### src/rtl/mem4x4_pkg.sv
// Shared encodings and sizes for the 4-word x 4-bit memory access controller.
package mem4x4_pkg;

    localparam int AW    = 2;
    localparam int DW    = 4;
    localparam int DEPTH = 4;

    typedef enum logic [1:0] {
        OP_WRITE    = 2'b00,
        OP_READ     = 2'b01,
        OP_FILL     = 2'b10,
        OP_BURST_RD = 2'b11
    } op_e;

    typedef enum logic [2:0] {
        IDLE,
        WRITE,
        READ,
        FILL,
        BURST_RD
    } state_e;

endpackage

### src/rtl/mem4x4_access_ctrl.sv
// Sequencer driving the register-file memory pins from registers and returning
// read data through a single back-pressured response slot.
module mem4x4_access_ctrl
    import mem4x4_pkg::*;
(
    input  logic          CLK,
    input  logic          RST,
    input  logic          cmd_valid,
    output logic          cmd_ready,
    input  logic [1:0]    cmd_op,
    input  logic [AW-1:0] cmd_addr,
    input  logic [DW-1:0] cmd_data,
    output logic          mem_rw,
    output logic [AW-1:0] mem_ad,
    output logic [DW-1:0] mem_din,
    input  logic [DW-1:0] mem_dout,
    output logic          rsp_valid,
    input  logic          rsp_ready,
    output logic [DW-1:0] rsp_data,
    output logic [AW-1:0] rsp_addr,
    output logic          rsp_last,
    output logic          busy
);

    state_e        state_q, state_d;
    logic          mem_rw_q, mem_rw_d;
    logic [AW-1:0] mem_ad_q, mem_ad_d;
    logic [DW-1:0] mem_din_q, mem_din_d;
    logic          rsp_valid_q, rsp_valid_d;
    logic [DW-1:0] rsp_data_q, rsp_data_d;
    logic [AW-1:0] rsp_addr_q, rsp_addr_d;
    logic          rsp_last_q, rsp_last_d;
    logic [1:0]    beat_q, beat_d;
    logic          slot_free;
    logic          capture;

    assign cmd_ready = (state_q == IDLE) && !RST;
    assign busy      = (state_q != IDLE);
    assign slot_free = !rsp_valid_q || rsp_ready;

    always_comb begin
        state_d     = state_q;
        mem_rw_d    = mem_rw_q;
        mem_ad_d    = mem_ad_q;
        mem_din_d   = mem_din_q;
        rsp_valid_d = rsp_valid_q && !rsp_ready;
        rsp_data_d  = rsp_data_q;
        rsp_addr_d  = rsp_addr_q;
        rsp_last_d  = rsp_last_q;
        beat_d      = beat_q;
        capture     = 1'b0;

        case (state_q)
            IDLE: begin
                if (cmd_valid) begin
                    mem_ad_d  = cmd_addr;
                    mem_din_d = cmd_data;
                    beat_d    = '0;
                    mem_rw_d  = 1'b0;
                    case (op_e'(cmd_op))
                        OP_WRITE: begin
                            state_d  = WRITE;
                            mem_rw_d = 1'b1;
                        end
                        OP_READ:  state_d = READ;
                        OP_FILL: begin
                            state_d  = FILL;
                            mem_rw_d = 1'b1;
                            mem_ad_d = '0;
                        end
                        OP_BURST_RD: state_d = BURST_RD;
                    endcase
                end
            end
            WRITE: begin
                state_d  = IDLE;
                mem_rw_d = 1'b0;
            end
            READ: begin
                if (slot_free) begin
                    capture    = 1'b1;
                    rsp_last_d = 1'b1;
                    state_d    = IDLE;
                end
            end
            FILL: begin
                if (beat_q == 2'd3) begin
                    state_d  = IDLE;
                    mem_rw_d = 1'b0;
                end else begin
                    beat_d   = beat_q + 2'd1;
                    mem_ad_d = mem_ad_q + AW'(1);
                end
            end
            BURST_RD: begin
                // Address and beat count only move on capture so a stall freezes mem_ad.
                if (slot_free) begin
                    capture    = 1'b1;
                    rsp_last_d = (beat_q == 2'd3);
                    if (beat_q == 2'd3) begin
                        state_d = IDLE;
                    end else begin
                        beat_d   = beat_q + 2'd1;
                        mem_ad_d = mem_ad_q + AW'(1);
                    end
                end
            end
            default: state_d = IDLE;
        endcase

        if (capture) begin
            rsp_valid_d = 1'b1;
            rsp_data_d  = mem_dout;
            rsp_addr_d  = mem_ad_q;
        end
    end

    always_ff @(posedge CLK) begin
        if (RST) begin
            state_q     <= IDLE;
            mem_rw_q    <= 1'b0;
            mem_ad_q    <= '0;
            mem_din_q   <= '0;
            rsp_valid_q <= 1'b0;
            rsp_data_q  <= '0;
            rsp_addr_q  <= '0;
            rsp_last_q  <= 1'b0;
            beat_q      <= '0;
        end else begin
            state_q     <= state_d;
            mem_rw_q    <= mem_rw_d;
            mem_ad_q    <= mem_ad_d;
            mem_din_q   <= mem_din_d;
            rsp_valid_q <= rsp_valid_d;
            rsp_data_q  <= rsp_data_d;
            rsp_addr_q  <= rsp_addr_d;
            rsp_last_q  <= rsp_last_d;
            beat_q      <= beat_d;
        end
    end

    assign mem_rw    = mem_rw_q;
    assign mem_ad    = mem_ad_q;
    assign mem_din   = mem_din_q;
    assign rsp_valid = rsp_valid_q;
    assign rsp_data  = rsp_data_q;
    assign rsp_addr  = rsp_addr_q;
    assign rsp_last  = rsp_last_q;

endmodule

### config.mk
export PLATFORM = sky130hd
export DESIGN_NAME = mem4x4_access_ctrl
export DESIGN_NICKNAME = d
export VERILOG_FILES = /design/src/rtl/mem4x4_pkg.sv /design/src/rtl/mem4x4_access_ctrl.sv
export SDC_FILE = /design/constraint.sdc
export NUM_CORES = 1
export LEC_CHECK = 0
export CORE_MARGIN = 1.5
export CORE_UTILIZATION = 35
export DETAILED_ROUTE_END_ITERATION = 7
export PLACE_DENSITY_LB_ADDON = 0.08
export SETUP_SLACK_MARGIN = 0.1
export SLEW_MARGIN = 15
export SYNTH_ARGS = -nofsm -noshare
export SYNTH_HDL_FRONTEND = slang
export SYNTH_SLANG_ARGS = --single-unit
### constraint.sdc
create_clock -name CLK -period 3.28 [get_ports CLK]
set_input_delay 0.82 -clock CLK [delete_from_list [all_inputs] [get_ports CLK]]
set_output_delay 0.82 -clock CLK [all_outputs]
set_load 0.05 [all_outputs]
==> qor.csv <==
stage;metric;value;unit
placement;DP HPWL;1540;µm
pwr;Lkg Pwr;0.000537;µW
logic_synthesis;Post-Syn Instances;113;
final_layout;layout cells sized above 1;6.90;%
final_layout;Post-Route Utilization;51.1;%
worst_hold_path;Hold Path Class;reg2reg;
status;outcome;complete, no violations;
logic_synthesis;number of distinct library cells after synthesis;34;
clocking;Max clock buf depth;2;
global_route;global-route wire length before repair;3660;µm
worst_setup_path;Critical Path AT;1.99;ns
final_layout;commonest cells after routing, fill and taps aside;clkdlybuf4s50_1 (31), dfxtp_1 (20), nor2_1 (15), nand2_1 (10), a21oi_1 (10);
final_layout;Area Growth Syn to Fin;40.4;%
sta;min cycle time layout;2.81;ns
worst_setup_path;largest stage delay on the critical path;0.82;ns
worst_setup_path;required time worst endpoint;2.46;ns
detailed_routing;drt pass-1 iters;4;
clocking;CTS tree;done;
placement;GP Congestion;0.739;
logic_synthesis;Post-Syn Area;995;µm²
final_layout;most common cell after layout, fill and taps aside;clkdlybuf4s50_1;
sta;Final period util;85.6;%
sta;Peak Freq;356;MHz
final_layout;fill cell count;258;
floorplan;I/O pins;33;
pwr;VDD IR max;0.000275;V
placement;port bufs;32;
floorplan;starting density of the core;36.4;%
final_layout;Post-Layout Cell Count;176;
sta;Slew HR;56.3;%
detailed_routing;Post-Route WL;2130;µm
detailed_routing;drt wl/cell;12.1;µm
final_layout;multi-input combinational cell area;541;µm²
detailed_routing;DRC viols;0;
logic_synthesis;Yosys warnings;0;
global_route;initial antenna violation count;0;
sta;final setup violation count;0;
global_route;largest net degree at the start of global routing;22;
worst_setup_path;crit path cell chain;or3_1 > clkdlybuf4s50_1;
floorplan;Die Y-Extent;56.3;µm
clocking;post-CTS setup buffer count;0;
final_layout;ANT cells;0;
sta;clock skew;0.00548;ns
final_layout;nets@finish;167;
placement;dpl cells;172;
worst_setup_path;Worst setup EP type;output pin;
floorplan;core area;2730;µm²
logic_synthesis;Avg Cell Area, Syn;8.80;µm²
job;maxcap violations;0;
clocking;Clock Pin Slew Worst Setup and Hold Paths;0.12;ns
sta;setup tns final;0;ns
floorplan;Core Rows;19;
clocking;hold buffers post-CTS;0;
worst_setup_path;Crit-path slowest cell;clkdlybuf4s50_1;
worst_setup_path;crit path max fanout;14;
clocking;PostCTS Resize Cnt;0;
clocking;Num CTS Buffers;3;
clocking;clock sink total;20;
global_route;grt ovf;0;
sta;Worst Max-Slew Pin Slew;0.653;ns
worst_setup_path;CP startpoint kind;flop;
worst_setup_path;Crit Path Category;reg2out;
clocking;root buf cell;clkbuf_4;
detailed_routing;Initial DRC Count;24;
detailed_routing;Vias/cell;5.06;
detailed_routing;Vias;891;
logic_synthesis;synthesis-stage register bit count;20;
detailed_routing;post-route ant nets;0;
sta;final max-slew violation count;0;
pwr;total power;733;µW
final_layout;register area;400;µm²
pwr;pwr/cell area;525;nW/µm²
logic_synthesis;syn nets;134;
global_route;vias in the first global route;856;
floorplan;die area;3170;µm²
clocking;H-tree lvl count;1;
clocking;worst skew pair latency;0.31;ns
floorplan;Die X;56.3;µm
logic_synthesis;sequential-to-total area share from yosys stat;40.3;%
global_route;GRT Total Usage;14.4;%
sta;unrepaired setup endpoints after global routing;no;
sta;final hold violations;0;
report_power, final:
group	switching, µW	total, µW	internal, µW
Combinational	145	245	99.8
Sequential	20.2	285	265
Clock	79.6	203	124
Total	245	733	489
critical path, delay by kind of cell, from the launching register on:
kind	cells	cell delay, ns
simple gates	1	0.25
buf+inv	1	0.82
flops	1	0.60
area by class of cell:
type                    instances  share of cell area [%]
repair buffers                 33                    24.2
inverters                       7                    1.88
clock inverters                 1                    2.15
clock buffers                   3                    1.61
multi-input cells              81                    38.7
flip-flops and latches         20                    28.7
well taps                      31                    2.78
final timing paths:
path,from,to,slack (ns),depth (start not counted)
setup / recovery,state_q[0],busy,0.47,2
hold / removal,mem_din[1],mem_din[1],0.46,2
setup reg to reg,state_q[2],beat_q[1],1.28,4
hold reg to reg,mem_din[1],mem_din[1],0.46,2
Yosys cell counts:
cell       instances  share of area [%]
dfxtp_1           20                 40
nor2_1            15                5.7
a21oi_1           10                5.0
nand2_1           10                3.8
inv_1              7                2.6
mux2i_1            6                6.0
ha_1               5                6.3
o21ai_0            5                2.5
clkbuf_1           3                1.1
nor3b_1            3                2.3
a211oi_1           2                1.5
nor2b_1            2                1.3
nor3_1             2                1.0
or3_1              2                1.3
or3b_1             2                1.8
a21o_1             1               0.75
a22oi_1            1               0.75
a2bb2oi_1          1               0.88
a311o_1            1                1.0
a311oi_1           1               0.88
and2_1             1               0.63
buf_2              1               0.50
buf_6              1                1.1
nand2b_1           1               0.63
nand3b_1           1               0.75
nand4bb_1          1                1.1
nor3_2             1                1.0
o2111ai_1          1               0.88
o311a_4            1                2.1
o41ai_1            1               0.88
or2_2              1               0.63
or4_1              1               0.75
or4b_4             1                1.4
xnor2_1            1               0.88
layer usage:
layer  vias up  GRT usage (%)  part of all wire [%]
met5         -              0                     0
met4         0           5.10                   1.5
met3         5           3.00                   4.5
met2        30           22.7                    46
met1       399           19.5                    48
li1        457              -                     -
kinds of logic after synthesis:
kind of cell,synth area share (%)
compound gates,17.2
xor+xnor,0.881
fa+ha+maj,6.29
buf+inv,5.41
flops,40.3
mux,6.04
simple gates,23.9
metrics by stage:
stage / hold slack (ns) / area [µm²] / setup slack [ns]
final: 0.461 / 1400 / 0.471
after global placement: 0.443 / 1340 / 0.682
after CTS: 0.465 / 1400 / 0.459
after global routing: 0.490 / 1400 / 0.387
after floorplan: 0.436 / 995 / 0.693
after detailed placement: 0.447 / 1340 / 0.652
state kept, by name (all words and copies together) (netlist names):
register and count:
mem_din 4, rsp_data 4, state_q 3, beat_q 2
mem_ad 2, rsp_addr 2, mem_rw 1, rsp_last 1
rsp_valid 1
No activity file was read; power rests on OpenSTA's default activity.
